**config.mk**
```make
export PLATFORM = sky130hd
export DESIGN_NAME = dsm_output_sequencer
export DESIGN_NICKNAME = d
export VERILOG_FILES = /design/src/rtl/dsm_output_sequencer.sv
export SDC_FILE = /design/constraint.sdc
export NUM_CORES = 1
export LEC_CHECK = 0
export CORE_ASPECT_RATIO = 1.25
export CORE_UTILIZATION = 60
export CTS_BUF_LIST = sky130_fd_sc_hd__clkbuf_2 sky130_fd_sc_hd__clkbuf_4 sky130_fd_sc_hd__clkbuf_8
export CTS_CLUSTER_DIAMETER = 30
export CTS_CLUSTER_SIZE = 30
export DETAILED_ROUTE_END_ITERATION = 16
export PLACE_DENSITY = 0.88
export SLEW_MARGIN = 20
export SYNTH_ARGS = -nofsm -noshare
export SYNTH_HDL_FRONTEND = slang
export SYNTH_SLANG_ARGS = --single-unit
```
**constraint.sdc**
```tcl
create_clock -name BCLK_I -period 4.7 [get_ports BCLK_I]
set_clock_uncertainty 0.2 [all_clocks]
set_input_delay 0.47 -clock BCLK_I [delete_from_list [all_inputs] [get_ports BCLK_I]]
set_output_delay 0.47 -clock BCLK_I [all_outputs]
set_load 0.03 [all_outputs]
```
**src/rtl/dsm_output_sequencer.sv**
```systemverilog
// dsm_output_sequencer
// Run/mute sequencer between the 1-bit delta-sigma quantizer and the DSD
// output stage. While not running it sends the DSD idle byte MSB first. It
// switches to live quantizer bits only after a number of whole idle bytes.
// It also latches a fault, which forces mute, when the live stream sticks
// at one value for too long.
// All run/mute changes land on byte boundaries (PHASE==7), except the fault
// cut-over, which takes effect on the very next bit.
module dsm_output_sequencer #(
    parameter int         ARM_BYTES      = 16,     // 1..255
    parameter int         MAX_RUN_LENGTH = 28,     // 2..63
    parameter logic [7:0] MUTE_PATTERN   = 8'h69
) (
    input  logic       BCLK_I,
    input  logic       RESET_I,
    input  logic       ENABLE_I,
    input  logic       CLEAR_FAULT_I,
    input  logic       QUANT_DATA_I,
    output logic       DSD_DATA_O,
    output logic       MUTED_O,
    output logic       RUNNING_O,
    output logic       FAULT_O,
    output logic [2:0] STATE_O
);

    localparam logic [7:0] LP_ARM_LAST = 8'(ARM_BYTES - 1);
    localparam logic [5:0] LP_MAX_RUN  = 6'(MAX_RUN_LENGTH);

    typedef enum logic [2:0] {
        ST_MUTE  = 3'd0,
        ST_ARM   = 3'd1,
        ST_RUN   = 3'd2,
        ST_FAULT = 3'd4
    } state_t;

    state_t     r_state;
    state_t     w_state_next;
    logic [2:0] r_phase;
    logic       w_boundary;
    logic [7:0] r_byte_cnt;
    logic [7:0] w_byte_cnt_next;
    logic [5:0] r_run_cnt;
    logic [5:0] w_run_cnt_next;
    logic [5:0] w_run_cnt_inc;
    logic [5:0] w_run_cnt_live;
    logic       r_prev_bit;
    logic       w_run_fault;
    logic       r_dsd;
    logic       r_muted;

    assign w_boundary = (r_phase == 3'd7);

    // Bit position within the current byte; free-running in every state.
    always_ff @(posedge BCLK_I or posedge RESET_I) begin
        if (RESET_I) begin
            r_phase <= 3'd0;
        end else begin
            r_phase <= r_phase + 3'd1;
        end
    end

    // Length of the current run of identical live bits, including this one.
    // On the RUN entry edge r_prev_bit captures that edge's quantizer bit,
    // which serves as the reference for the first live bit.
    always_comb begin
        w_run_cnt_inc  = (r_run_cnt == 6'd63) ? r_run_cnt : r_run_cnt + 6'd1;
        w_run_cnt_live = (QUANT_DATA_I == r_prev_bit) ? w_run_cnt_inc : 6'd1;
        w_run_fault    = (r_state == ST_RUN) && (w_run_cnt_live == LP_MAX_RUN);
    end

    // Next-state, arm byte counter and run counter; fault beats disable.
    always_comb begin
        w_state_next    = r_state;
        w_byte_cnt_next = r_byte_cnt;
        w_run_cnt_next  = 6'd0;
        case (r_state)
            ST_MUTE: begin
                if (w_boundary && ENABLE_I) begin
                    w_state_next    = ST_ARM;
                    w_byte_cnt_next = 8'd0;
                end
            end
            ST_ARM: begin
                if (w_boundary) begin
                    if (!ENABLE_I) begin
                        w_state_next = ST_MUTE;
                    end else if (r_byte_cnt == LP_ARM_LAST) begin
                        w_state_next   = ST_RUN;
                        w_run_cnt_next = 6'd1;
                    end else begin
                        w_byte_cnt_next = r_byte_cnt + 8'd1;
                    end
                end
            end
            ST_RUN: begin
                if (w_run_fault) begin
                    w_state_next = ST_FAULT;
                end else if (w_boundary && !ENABLE_I) begin
                    w_state_next = ST_MUTE;
                end else begin
                    w_run_cnt_next = w_run_cnt_live;
                end
            end
            ST_FAULT: begin
                if (w_boundary && CLEAR_FAULT_I && !ENABLE_I) begin
                    w_state_next = ST_MUTE;
                end
            end
            default: begin
                w_state_next = ST_MUTE;
            end
        endcase
    end

    // State, counters and previous-bit register.
    always_ff @(posedge BCLK_I or posedge RESET_I) begin
        if (RESET_I) begin
            r_state    <= ST_MUTE;
            r_byte_cnt <= 8'd0;
            r_run_cnt  <= 6'd0;
            r_prev_bit <= 1'b0;
        end else begin
            r_state    <= w_state_next;
            r_byte_cnt <= w_byte_cnt_next;
            r_run_cnt  <= w_run_cnt_next;
            r_prev_bit <= QUANT_DATA_I;
        end
    end

    // Output register: live bit in RUN, otherwise the idle bit for this phase.
    always_ff @(posedge BCLK_I or posedge RESET_I) begin
        if (RESET_I) begin
            r_dsd   <= MUTE_PATTERN[7];
            r_muted <= 1'b1;
        end else begin
            r_dsd   <= (r_state == ST_RUN) ? QUANT_DATA_I : MUTE_PATTERN[3'd7 - r_phase];
            r_muted <= (r_state != ST_RUN);
        end
    end

    assign DSD_DATA_O = r_dsd;
    assign MUTED_O    = r_muted;
    assign RUNNING_O  = (r_state == ST_RUN);
    assign FAULT_O    = (r_state == ST_FAULT);
    assign STATE_O    = r_state;

endmodule

```
# Word-level counts from Yosys, hierarchy flattened
# Memories as Yosys holds them, arrays and structs flattened.
# Cells that the tools add are included.
# W data, S select, Z words.
# totals
out_inout_bits	7
n_memories	1
regBits	23
romBits	8
wordCells	62
# mem_list
memory	words	word_bits	read_ports	rd_ports_with_merged_regs	write_ports	line_no	rtl
(name not given)	8	1	1	0	0	136	r_dsd <= (r_state == ST_RUN) ? QUANT_DATA_I : MUTE_PATTERN[3'd7 - r_phase];
# op_classes
eq_ne	16
order_cmp	1
addsub	4
muxes	23
reduce_logical	10
# op_table
operator	count
$mux W8	4
$mux W6	4
$mux W3	7
$pmux W8 S2	1
$pmux W3 S4	1
$pmux W6 S2	1
$reduce_and A5 Y1	2
$add A8 B1 Y8 const B	1
$eq A8 B4 Y1 const B	1
$ne A2 B2 Y1 const B	4
$add A6 B1 Y6 const B	1
$eq A3 B3 Y1 const B	2
$eq A6 B5 Y1 const B	1
$eq A6 B6 Y1 const B	1
$logic_and A1 B1 Y1	5
$mux W1	5
$lt A3 B4 Y1 const B	1
$add A3 B1 Y3 const B	1
$eq A3 B1 Y1 const B	1
$eq A3 B2 Y1 const B	1
$logic_not A3 Y1	1
$ne A3 B1 Y1 const B	1
$ne A3 B2 Y1 const B	1
$ne A3 B3 Y1 const B	1
other kinds (5)	5

# Logic depth before layout (Yosys ltp)
# Gate-level depths: netlist of run 1.
# logic_depth
depth_word	7
mapped_depth	7

# Worst setup path after synthesis of run 1
# OpenSTA, ideal clock, no wires.
# synth_timing
kind	register -> output
from	register r_state[2], in the netlist STATE_O[2]
to	output port FAULT_O
path_slack_ns	2.662
stages_incl_launch_ff	2
t_arrival_ns	1.368
path_buffers	0
path_cell_list	dfrtp_1 -> nor3b_1
# synth_via
elab_chain_cells	1
# synth_lines
element	line_no	rtl
start, declared	36	state_t r_state;
start signal, assigned	123	r_state <= w_state_next;
$eq A3 B3 Y1	144	assign FAULT_O = (r_state == ST_FAULT);
end, declared	22	output logic FAULT_O,
# Every way passes these cells.

# Worst setup path after layout of run 1
# layout_timing
from	register r_state[0], in the netlist STATE_O[0]
to	output port RUNNING_O
# layout_via
elab_chain_cells	1
# layout_lines
element	line_no	rtl
$eq A3 B2 Y1	143	assign RUNNING_O = (r_state == ST_RUN);
end, declared	21	output logic RUNNING_O,
# Every way passes these cells.

==> summary.txt, run 1 <==
GRT
  – Largest net degree at the start of global routing: 24
  – GRT Util Overall: 0.247
  – Initial antenna violation count: 0
  – First-pass GRT wire length: 4060 um
  – Gr ovfl total: 0
  – Vias in the first global route: 1008

CTS
  – CTS max path bufs: 2
  – Hold_buf cts: 0
  – Worst-Skew Late Latency: 310 ps
  – CTS root buf: clkbuf_4
  – Worst-path clk slew: 130 ps
  – Setup Buffers After CTS: 0
  – Post-cts resize count: 0
  – H-tree levels: 1
  – CTS tree: built
  – Total CTS buffers: 3
  – Clk sinks: 23

Place
  – DP Area: 0.00132 mm^2
  – DP Wirelength: between 1500 and 2000 um
  – Post-place setup slack: 2100 ps
  – Placed insts: about 150
  – I/O Buffers: 11
  – GPL Wtd Cong: 0.842

Routing
  – Via Count: 977
  – DR pass1 iterations: 4
  – Initial DRC Count: 37
  – Antenna Nets Post-Route: 0
  – DR WL/cell: 15.8 um
  – DRC Markers: 0
  – WL final: 2410 um
  – Via/cell ratio: 6.43

Logic synthesis
  – Post-synth top cells: 22 x dfrtp_1, 13 x nand2_1, 10 x nor2_1
  – Post-synthesis async set-or-reset flop share: 1.00
  – Syn nets: ~130
  – Synthesis-stage register bit count: 23
  – Most frequent cell after synthesis: dfrtp_1
  – Post-Synthesis Cells: 120
  – Post-synth EDFFs: 0
  – Synth unique cells: 36
  – Mean post-synth cell area: 9.99 um^2
  – Synth area leader: dfrtp_1
  – Seq/Total Area, Yosys: 0.481
  – Top cells by area, synth: dfrtp_1 46%, ha_1 4.2%, nand2_1 4.1%
  – Mapped Area: 0.00120 mm^2
  – Ys flop type: dfrtp_1
  – Yosys warns: 0
  – Synth top area share: 0.459

Setup path
  – Critical path type: reg2out
  – Startpoint Class: register
  – Worst Path Buf+Inv: 2
  – Cell family with most CP delay: buffers and inverters
  – Worst Path Required: 4030 ps
  – Slowest stage delay, CP: between 600 and 700 ps
  – Slowest-stage cell, CP: clkdlybuf4s50_1
  – Arrival @ worst endpoint: between 2000 and 2500 ps
  – Critical-path cell list: or3b_4 -> inv_1 -> clkdlybuf4s50_1
  – CP Capture Type: output port
  – Worst Path Max Fanout: 9

Timing
  – Min Hold Slack: 240 ps
  – Final hold violations: 0
  – Tmin final: 2710 ps
  – Fmax: 368 MHz
  – Finish-stage setup viols: 0
  – Slew at the pin closest to its max-slew limit: 864 ps
  – Slew HR: 0.423
  – Setup TNS: 0 ps
  – Final WS setup: 1990 ps
  – Tcrit/Tclk final: 0.578
  – Slew Limit Fails: 0
  – RSZ-0062 raised after global routing: false

Pwr
  – Pwr Density: 247 mW/mm^2
  – VDD IR max: 0.214 mV
  – Overall power: approximately 0.33 mW
  – P_leak: 0.573 nW

Floorplanning
  – Site row count: 17
  – Core Footprint: 0.00183 mm^2
  – Die width: 42.0 um
  – DIE AREA: 0.00218 mm^2
  – Die Span Y: 52.0 um
  – I/O pin count: 12
  – Initial core utilization: 0.655

Finish
  – Final Util: 0.739
  – Antenna diodes: 0
  – Area added between synthesis and finish: 12.7%
  – Layout cell share with drive strength beyond 1: 0.0902
  – Post-Layout Cell Count: 152
  – Post-route design area: 0.00135 mm^2
  – Final nets: 143

Run status
  – Outcome: finished clean

Job
  – Total of max-cap violations: 0

Worst hold path
  – Worst hold-check path type: reg2reg
## worst paths after layout
kind | from | end | slack (ps) | cells past startpoint
setup / recovery | STATE_O[0] | RUNNING_O | 1990 | 3
hold / removal | r_phase[0] | r_phase[0] | 240 | 1
setup reg to reg | r_phase[0] | r_byte_cnt[5] | 2310 | 6
hold reg to reg | r_phase[0] | r_phase[0] | 240 | 1
max in group asynchronous | RESET_I | STATE_O[1] | 3350 | 2
min in group asynchronous | RESET_I | r_phase[0] | 420 | 2
## layer usage
metal  vias to the layer above  global-route usage  share of wire
met5                         -                   0              0
met4                         0               0.134          0.014
met3                         4              0.0451          0.025
met2                        21               0.448           0.55
met1                       497               0.270           0.41
li1                        455                   -              -
## registers in the layout, indices dropped and copies added, names as in the netlist
signal      count
r_run_cnt       6
MUTED_O         1
STATE_O         3
r_prev_bit      1
DSD_DATA_O      1
r_byte_cnt      8
r_phase         3
## report_power, final
group,internal (mW),leakage [nW],switching (mW)
Combinational,0.0137,0.250,0.0167
Sequential,0.203,0.305,0.00784
Clock,0.0318,0.0177,0.0599
## cell families (layout without fill, tap and decap cells)
family | after synthesis | in the layout | synth area share
and+or+nand+nor | 52 | 52 | 0.254
DFF | 23 | 23 | 0.481
xor gates and xnor gates | 7 | 7 | 0.0511
muxes | 1 | 1 | 0.00835
buffers and inverters | 8 | 21 | 0.0261
AOI/OAI and AO/OA | 25 | 25 | 0.138
adders and majority gates | 4 | 4 | 0.0418
## cell usage in the layout (no fill, tap or decap), drive strengths merged, types with 3 or more instances in the layout
master         Yosys  routed
dfrtp             22      22
nand2             13      13
clkdlybuf4s50      0      11
nor2              10      10
o21ai              8       8
inv                6       6
nand3              6       6
a21oi              6       6
xnor2              5       5
ha                 4       4
nor3               4       4
or4                4       4
nor3b              3       3
o31ai              3       3
clkbuf             1       3
## area by class of cell
class | instances | area (um^2)
clock buffers | 3 | 22.5
clock inverters | 1 | 5.00
fillers | 141 | 478
inverters | 6 | 22.5
multi-input cells | 89 | 591
flip-flops and latches | 23 | 577
well taps | 19 | 23.8
repair buffers | 11 | 110
(Power assumes the default switching activity.)
==> inputs of run 2 (changes only) <==
--- a/config.mk
+++ b/config.mk
@@ -6,12 +6,12 @@
 export NUM_CORES = 1
 export LEC_CHECK = 0
 export CORE_ASPECT_RATIO = 1.25
-export CORE_UTILIZATION = 60
+export CORE_UTILIZATION = 52
 export CTS_BUF_LIST = sky130_fd_sc_hd__clkbuf_2 sky130_fd_sc_hd__clkbuf_4 sky130_fd_sc_hd__clkbuf_8
 export CTS_CLUSTER_DIAMETER = 30
 export CTS_CLUSTER_SIZE = 30
 export DETAILED_ROUTE_END_ITERATION = 16
-export PLACE_DENSITY = 0.88
+export PLACE_DENSITY = 0.82
 export SLEW_MARGIN = 20
 export SYNTH_ARGS = -nofsm -noshare
 export SYNTH_HDL_FRONTEND = slang
==> constraint.sdc (replaced) <==
create_clock -name BCLK_I -period 2.3 [get_ports BCLK_I]
set_clock_uncertainty 0.2 [all_clocks]
set_input_delay 0.23 -clock BCLK_I [delete_from_list [all_inputs] [get_ports BCLK_I]]
set_output_delay 0.23 -clock BCLK_I [all_outputs]
set_load 0.03 [all_outputs]
==> summary.txt, run 2 (synthesis gave the netlist of run 1 again) <==
Routing
  – Initial DRC Count: 17
  – Via/cell ratio: 5.65
  – Met3 wire len: 31 um
  – Via Count: 949
  – DRC Markers: 0
  – Met2 wire length: 1180 um
  – DR WL/cell: 13.0 um
  – WL final: 2180 um
  – Antenna Nets Post-Route: 0
  – DR pass1 iterations: 4
  – WL met1: 910 um
  – Max layer used: met4

Finish
  – Reg area: ~580 um^2
  – Top reg by flops: r_byte_cnt
  – Final nets: around 150
  – Max reg flops: 8
  – Area added between synthesis and finish: 16.5%
  – Most common cell after layout, fill and taps aside: dfrtp_1
  – Top Registers: r_byte_cnt: 8 flops, r_run_cnt: 6 flops
  – Layout cell share with drive strength beyond 1: 0.117
  – Highest-count cells in the layout ignoring fill and taps: 22 x dfrtp_1, 13 x nand2_1, 10 x nor2_1
  – Layout filler cell count: 183
  – Antenna diodes: 0
  – Multi-input gate area: 591 um^2

Place
  – DP Wirelength: 1690 um
  – GPL Wtd Cong: 0.819
  – I/O Buffers: 11

Floorplanning
  – Core Footprint: ~0.0022 mm^2
  – Die Span Y: 55.7 um
  – Die width: roughly 45 um
  – Initial core utilization: 0.548
  – I/O pin count: 12
  – DIE AREA: about 0.0025 mm^2
  – Site row count: 19

Setup path
  – Worst setup path end: RUNNING_O
  – FF-to-FF setup slack: 200 ps
  – Critical path type: reg2out
  – Arrival @ worst endpoint: 1720 ps
  – WP depth: 3
  – Worst setup startpoint: STATE_O[2]
  – Worst Path Buf+Inv: 2
  – Reg2Reg Launch Point: r_phase[0]
  – Cell family with most CP delay: buffers and inverters
  – Worst Path Required: ~1900 ps
  – Startpoint Class: register
  – R2r endpoint: r_byte_cnt[0]
  – Worst Path Max Fanout: 6
  – Slowest stage delay, CP: 450 ps
  – Critical-path cell list: or3b_4 -> inv_1 -> dlygate4sd2_1
  – Slowest-stage cell, CP: dfrtp_1
  – R2R cell count: 6
  – CP Capture Type: output port

Pwr
  – Overall power: 0.690 mW
  – P_leak: 0.598 nW
  – VDD IR max: 0.414 mV
  – Pwr Density: 494 mW/mm^2

GRT
  – GRT Util Overall: 0.217
  – First-pass GRT wire length: 4020 um
  – Largest net degree at the start of global routing: 24
  – Initial antenna violation count: 0
  – Gr ovfl total: 0
  – Vias in the first global route: 949

Worst hold path
  – Worst hold-check path type: in2async

CTS
  – CTS max path bufs: 2
  – H-tree levels: 1
  – Worst-path clk slew: 130 ps
  – CTS root buf: clkbuf_4
  – CTS tree: built
  – Clk sinks: 23
  – Hold_buf cts: 0
  – Total CTS buffers: 3
  – Worst-Skew Late Latency: 310 ps

Job
  – Total of max-cap violations: 0

Timing
  – Fmax: 465 MHz
  – Slew Limit Fails: 0
  – Tcrit/Tclk final: 0.935
  – Slew at the pin closest to its max-slew limit: 442 ps
  – Setup TNS: 0 ps
  – RSZ-0062 raised after global routing: false
  – Final hold violations: 0
  – Finish-stage setup viols: 0
  – Slew HR: 0.705
  – Tmin final: 2150 ps

Run status
  – Outcome: finished clean
[run 2: worst reg2reg max path, cell delays in order, from the launching register on]
cell	delay [ps]
dfrtp_1	370
ha_1	150
ha_1	230
nand4bb_1	310
buf_4	270
or3_1	370
o21ai_0	140
[run 2: area by class of cell]
type | instances | area share
clock buffers | 3 | 0.0161
clock inverters | 1 | 0.00538
inverters | 6 | 0.0161
multi-input cells | 89 | 0.423
flip-flops and latches | 23 | 0.413
well taps | 31 | 0.0278
repair buffers | 15 | 0.0986
[run 2: layer usage]
layer,vias up,track usage
met2,11,0.362
met3,6,0.0227
li1,469,-
met4,0,0.108
met5,-,0
met1,463,0.266
[run 2: worst min-delay path by stage]
stage	end	slack (ps)	depth (start not counted)
global placement	r_phase[0]	210	1
detailed placement	r_phase[0]	220	1
global route	DSD_DATA_O	90	3
finish	r_phase[0]	40	3
CTS	r_byte_cnt[0]	40	3
floorplan	DSD_DATA_O	30	1
[run 2: timing repair]
item / CTS / global route
endpoints found under the setup margin: 2 / 0
buffers inserted: 0 / 0
gates resized for setup: 2 / 0
[run 2: power by group]
group,internal (mW),switching [mW],leakage (nW),total [mW]
logic,0.0330,0.0410,0.279,0.0740
clock network,0.0664,0.123,0.0139,0.190
registers,0.416,0.0111,0.305,0.427
[run 2: stage by stage]
step	cell area (um^2)	hold WS, ps	utilization	setup WS [ps]	instances
detailed placement	1370	219	0.626	149	164
CTS	1400	39.9	0.638	139	168
floorplan	1200	31.2	-	311	120
global route	1400	86.5	0.638	25.9	168
finish	1400	37.2	0.638	149	168
global placement	1370	214	0.626	215	164
